<file path="src/rtl/fixed_power.sv">
// Iterative unsigned Q10.10 power unit: out = base ^ exponent, one truncating multiply per clock.
// Define FIXED_POWER_ROUND_EN to make every multiply round half-up instead of truncating.
module fixed_power #(
  parameter int WIDTH     = 20,
  parameter int FRAC_BITS = 10,
  parameter int EXP_W     = 3
) (
  input  logic             clk,
  input  logic             rst,
  input  logic             in_valid,
  input  logic [WIDTH-1:0] in_data_1,
  input  logic [EXP_W-1:0] in_data_2,
  output logic             out_valid,
  output logic [WIDTH-1:0] out_data,
  output logic             out_overflow
);

  localparam int PW = 2 * WIDTH;
  localparam logic [WIDTH-1:0] ONE     = WIDTH'(1) << FRAC_BITS;
  localparam logic [WIDTH-1:0] SAT_VAL = '1;

  typedef enum logic [1:0] {
    IDLE,
    MUL,
    OUT
  } state_t;

  state_t           state, state_next;
  logic [WIDTH-1:0] base, base_next;
  logic [WIDTH-1:0] acc, acc_next;
  logic [EXP_W-1:0] exponent, exponent_next;
  logic [EXP_W-1:0] cnt, cnt_next, cnt_inc;
  logic             sat, sat_next;
  logic             out_valid_next;
  logic [WIDTH-1:0] out_data_next;
  logic             out_overflow_next;

  logic [PW-1:0]    prod;
  logic [PW-1:0]    q;
  logic             mul_ovf;

  // Full-width product, rescaled back to Q10.10; any bit above WIDTH means overflow.
  always_comb begin
    prod = PW'(acc) * PW'(base);
`ifdef FIXED_POWER_ROUND_EN
    q = (prod + (PW'(1) << (FRAC_BITS - 1))) >> FRAC_BITS;
`else
    q = prod >> FRAC_BITS;
`endif
    mul_ovf = |q[PW-1:WIDTH];
    cnt_inc = cnt + 1'b1;
  end

  always_ff @(posedge clk or posedge rst) begin
    if (rst) begin
      state        <= IDLE;
      base         <= '0;
      acc          <= '0;
      exponent     <= '0;
      cnt          <= '0;
      sat          <= 1'b0;
      out_valid    <= 1'b0;
      out_data     <= '0;
      out_overflow <= 1'b0;
    end else begin
      state        <= state_next;
      base         <= base_next;
      acc          <= acc_next;
      exponent     <= exponent_next;
      cnt          <= cnt_next;
      sat          <= sat_next;
      out_valid    <= out_valid_next;
      out_data     <= out_data_next;
      out_overflow <= out_overflow_next;
    end
  end

  always_comb begin
    state_next        = state;
    base_next         = base;
    acc_next          = acc;
    exponent_next     = exponent;
    cnt_next          = cnt;
    sat_next          = sat;
    out_valid_next    = 1'b0;
    out_data_next     = '0;
    out_overflow_next = 1'b0;

    case (state)
      IDLE: begin
        if (in_valid) begin
          base_next     = in_data_1;
          exponent_next = in_data_2;
          acc_next      = ONE;
          cnt_next      = '0;
          sat_next      = 1'b0;
          state_next    = (in_data_2 != '0) ? MUL : OUT;
        end
      end
      MUL: begin
        // Saturation is sticky: once set, later factors (even zero) cannot clear it.
        if (mul_ovf || sat) begin
          acc_next = SAT_VAL;
          sat_next = 1'b1;
        end else begin
          acc_next = q[WIDTH-1:0];
        end
        cnt_next = cnt_inc;
        if (cnt_inc == exponent) begin
          state_next = OUT;
        end
      end
      OUT: begin
        out_valid_next    = 1'b1;
        out_data_next     = acc;
        out_overflow_next = sat;
        state_next        = IDLE;
      end
      default: begin
        state_next = IDLE;
      end
    endcase
  end

endmodule
</file>
<file path="config.mk">
export PLATFORM = sky130hd
export DESIGN_NAME = fixed_power
export DESIGN_NICKNAME = d
export VERILOG_FILES = /design/src/rtl/fixed_power.sv
export SDC_FILE = /design/constraint.sdc
export NUM_CORES = 1
export LEC_CHECK = 0
export CAP_MARGIN = 20
export CORE_MARGIN = 3
export CORE_UTILIZATION = 45
export CTS_BUF_LIST = sky130_fd_sc_hd__clkbuf_4 sky130_fd_sc_hd__clkbuf_8 sky130_fd_sc_hd__clkbuf_16
export DETAILED_ROUTE_END_ITERATION = 6
export MAX_ROUTING_LAYER = met4
export SLEW_MARGIN = 20
export SYNTH_ARGS = -nofsm -noshare
export SYNTH_HDL_FRONTEND = slang
export SYNTH_SLANG_ARGS = --single-unit
</file>
<file path="constraint.sdc">
create_clock -name clk -period 16.1 [get_ports clk]
set_input_delay 4.83 -clock clk [delete_from_list [all_inputs] [get_ports clk]]
set_output_delay 4.83 -clock clk [all_outputs]
set_load 0.02 [all_outputs]
</file>
[Word-level counts from Yosys, hierarchy flattened]
Cells that the tools add are included.
Storage, ports and cells
  register bits: 71
  bits of input ports: 26
  output and inout bits: 22
  logic and storage cells: 41
Cells by class
  add/subtract/negate cells: 1
  $mul: 1
  equality and inequality tests: 6
  mux-type cells: 15
  reduce and logical (&&, ||, !) cells: 9
Operators by type and width (count)
  two-way mux 20 bit: 3
  multiplier 20 x 20 -> 40 bit: 1
  case mux 20 bit (2 select lines): 1
  OR reduction 10 bit: 1
  two-way mux 2 bit: 3
  != test 2 bit (second input constant): 3
  case mux 3 bit (2 select lines): 1
  AND reduction 2 bit: 3
  two-way mux 1 bit: 4
  case mux 2 bit (2 select lines): 1
  adder 3 x 1 -> 3 bit (second input constant): 1
  == test 3 bit: 1
  two-way mux 3 bit: 1
  AND reduction 3 bit: 1
  nonzero test 3 bit: 1
  == test 2 x 1 -> 1 bit (second input constant): 1
  == test 2 bit (second input constant): 1
  zero test 2 bit: 1
  case mux 1 bit (2 select lines): 1
  nonzero test 2 bit: 1
  logical OR 1 bit: 1

[Depth between registers and ports, before layout]
  word-level depth: 5
  mapped depth: 29
  mapped depth without buffers: 26

[Least setup slack after synthesis]
Ideal clock, no wire load.
  path type: register -> register
  start: register acc[10]
  end: register acc[17]
  library setup time: 0.142 ns
  data arrival time: 6.553 ns
  data required time: 15.958 ns
  path slack: 9.405 ns
  cell stages (with the launch flop): 27
  path buffers: 3
  period minus slack after synthesis: 6.695 ns
  cells stage by stage: dfrtp_1 -> clkbuf_1 -> and2_1 -> fa_1 -> inv_1 -> fa_1 -> fa_1 -> fa_1 -> inv_1 -> fa_1 -> fa_1 -> inv_1 -> fa_1 -> inv_1 -> ha_1 -> clkbuf_1 -> nand4_1 -> nor2_1 -> nand3_1 -> o211ai_2 -> a211oi_1 -> xnor2_1 -> nor4_1 -> nand4_1 -> nor3_2 -> buf_4 -> a31oi_1
On the way
  cells in the longest elaborated chain, start to end: 5
Ends and longest elaborated chain
  from (decl): RTL line 30  | logic [WIDTH-1:0] acc, acc_next;
  from (signal assigned): RTL line 68  | acc <= acc_next;
  multiplier 20 x 20 -> 40 bit *: RTL line 44  | prod = PW'(acc) * PW'(base);
  OR reduction 10 bit: RTL line 50  | mul_ovf = |q[PW-1:WIDTH];
  logical OR 1 bit: RTL line 102  | if (mul_ovf || sat) begin
  two-way mux 20 bit *: RTL line 102
  case mux 20 bit (2 select lines) *: RTL line 89  | case (state)
Every way passes the cells marked *; elsewhere a longest branch is shown, timed or not.
A chain may end at the register's enable or synchronous reset.

[Final worst setup path]
  start: register acc[9]
  end: register acc[12]
Same word-level chain as after synthesis.

==> run summary <==
Status - finished clean
Clock sink count - 71
Total gr overflow - 0
Setup violators final - 0
Synth Area in Compound Gates - 6.55%
Worst Skew - 0.0149 ns
Tightest Pin Transition - 1.09 ns
Synth warnings - 0
Critical path class - reg2reg
HP Start - cnt[2]
Post-synth ARST share - 100%
Die width - 196 um
Port Buf Inserts - 47
Mux contribution to synthesized area - 1.66%
Vias in the first global route - 12900
Syn_nets - 2243
Max clock buf depth - 2
Worst R2R Setup Slack - 8.24 ns
Global-route wire length before repair - 69300 um
Xor-xnor portion of the synthesized cell area - 1.90%
Mapped Cells - 1749
Slew headroom - 27.2%
Worst Hold Depth - 1
Hold Path Class - reg2reg
Layout area overhead - 7.06%
Reg2Reg Depth - 26
Hold Violations, Final - 0
Worst Path Required - 16.33 ns
CTS clk-pin slew, worst paths - 0.06 ns
Synthesized cell area - 0.0162 mm2
Synth Register Bits - 71
Largest net degree at the start of global routing - 72
Die height - 196 um
Ant diodes - 0
Clock latency on the worst-skew pair - 0.38 ns
Hold_buf cts - 0
Fraction of layout cells with a size suffix above 1 - 4.96%
Via count - 11500
Avg Synthesized Cell Area - 9.25 um2
Core ar. - 0.0350 mm2
Boundary Pins - 48
Final Slew Violations - 0
Final non-filler cell area - 0.0173 mm2
Tmin final - 7.86 ns
Final antenna-violating net count - 0
Vias/cell - 5.27
R2r endpoint - acc[12]
# Post-CTS Setup Buffers - 0
Synth unique cells - 58
Initial antenna violation count - 0
Final HPWL from detailed placement - 31700 um
Post-synth top area share - 39.5%
CP max stage delay - 1.06 ns
Die area - 0.0383 mm2
Synth top area cells - fa_1, ha_1, dfrtp_1, and2_1, inv_1
Tcrit/Tclk final - 48.8%
GRT Util Overall - 23.9%
Most used cell, CP - fa_1
Num CTS Buffers - 9
Final wirelength - 41700 um
Fillers - 3357
Detailed Routing Iterations Pass 1 - 5
Post-synth top flop - dfrtp_1
Synthesized-area fraction occupied by adder cells - 51.0%
Wire per inst - 19.0 um
Largest family of logic cells by synthesized area - adder cells
Iter 0 DRT Violations - 571
Critical path launch point - acc[9]
Max frequency - 0.127 GHz
CP startpoint kind - flop
CP arrival - 8.10 ns
FP Rows - 68
Sequential fraction of the synthesis area - 11.0%
Largest area contributor in the netlist - fa_1
Synth Area in Simple Gates - 17.0%
Sum Neg Setup Slack - 0 ns
Crit-path max FO - 22
CTS tree - yes
Post_cts resized - 0
Count of flip-flops with a built-in enable after synthesis - 0
RSZ-0062 raised after global routing - false
Placer Congestion - 0.897
Reg2reg start - acc[9]
DRC errors left - 0
Max Cap Viol - 0
CP endpoint kind - flop
Crit path max-delay cell type - dfrtp_1
H-tree depth - 3
DP Area - 0.0170 mm2
Initial core utilization - 46.3%
Hold Path End - cnt[2]
CTS root buffer - clkbuf_16
Layout Nets - 2223
registers in the layout, summed over array words and instances, names as in the netlist:
name	count
acc	20
base	20
out_data	20
cnt	3
exponent	3
state	2
out_overflow	1
out_valid	1
sat	1
per-layer routing:
layer / share of wire [%] / wire [um] / track usage, %
met5: 0 / 0 / -
met1: 44 / 18300 / 30.5
met3: 3.3 / 1380 / 3.02
met4: 2.4 / 981 / 6.47
met2: 50 / 21000 / 40.6
worst max-delay path: cells and delay by family (launching register included):
kind | cells | cell delay, ns
AO/OA/AOI/OAI | 7 | 1.71
AND/OR/NAND/NOR | 3 | 0.44
XOR/XNOR | 1 | 0.14
flip-flops | 1 | 1.06
buffers and inverters | 7 | 0.59
adder cells (fa/ha/maj) | 8 | 3.78
cell usage after synthesis (6+ instances only):
cell type	count
and2_1	272
a31oi_1	25
a21oi_1	58
nand4_1	12
ha_1	149
fa_1	319
xnor2_1	24
nor2_1	19
mux2_2	23
o21bai_1	7
o21ai_0	21
nand2_1	185
o211ai_1	6
nor3_1	6
xor2_1	11
inv_1	359
dfrtp_1	71
nand3_1	9
clkbuf_1	100
cell families (layout without fill, tap and decap cells):
family | Yosys count | in the layout
simple gates | 521 | 521
fa+ha+maj | 468 | 468
buf+inv | 466 | 451
compound gates | 164 | 164
flops | 71 | 71
xor+xnor | 35 | 35
mux | 24 | 24
layout make-up:
type | count | area, um2 | area share (%)
Inverter | 359 | 1350 | 7.79
Clock buffer | 10 | 239 | 1.38
Multi-Input combinational cell | 1212 | 12600 | 73.0
Sequential cell | 71 | 1780 | 10.3
Clock inverter | 6 | 50.0 | 0.289
Tap cell | 455 | 569 | 3.29
Timing Repair Buffer | 76 | 692 | 4.00
layout by cell type, fill, tap and decap left out, types with 2 or more instances in the layout:
master,instances
o21a_1,3
clkbuf_16,9
xor2_1,11
xnor2_1,24
nand2_1,185
nor2_1,18
o31a_1,2
a21o_1,5
o211ai_1,6
a211oi_1,5
nor4_1,5
nand2b_1,3
mux2_2,23
buf_4,28
nand4_1,12
o21ai_1,4
nor3_1,6
a31oi_1,25
clkinv_2,2
o22ai_1,2
a21oi_1,58
dfrtp_1,71
and2_1,272
o311a_1,2
fa_1,319
o21bai_1,7
and4_1,2
inv_1,358
clkdlybuf4s50_1,47
o21ai_0,21
ha_1,149
o31ai_1,2
nand3_1,9
a22oi_1,2
inv_6,3
a21oi_2,4
worst max path at each step:
stage,endpoint,slack (ns),cells past startpoint
finish,acc[12],8.24,26
global placement,acc[11],8.41,26
CTS,acc[5],8.22,26
detailed placement,acc[13],8.26,26
floorplan,acc[17],9.41,26
global route,acc[5],7.77,26
through the flow:
stage | utilization, % | cells | setup WS (ns) | hold slack, ns
after floorplan | - | 1749 | 9.41 | 0.471
after global placement | 48.7 | 2173 | 8.41 | 0.488
after detailed placement | 48.7 | 2173 | 8.26 | 0.503
after CTS | 49.5 | 2189 | 8.22 | 0.516
after global routing | 49.5 | 2189 | 7.77 | 0.544
final | 49.5 | 2189 | 8.24 | 0.511
Power is left out: the tool's default activity adds up to more than one toggle a clock period on the data nets, which glitch-free logic cannot reach.
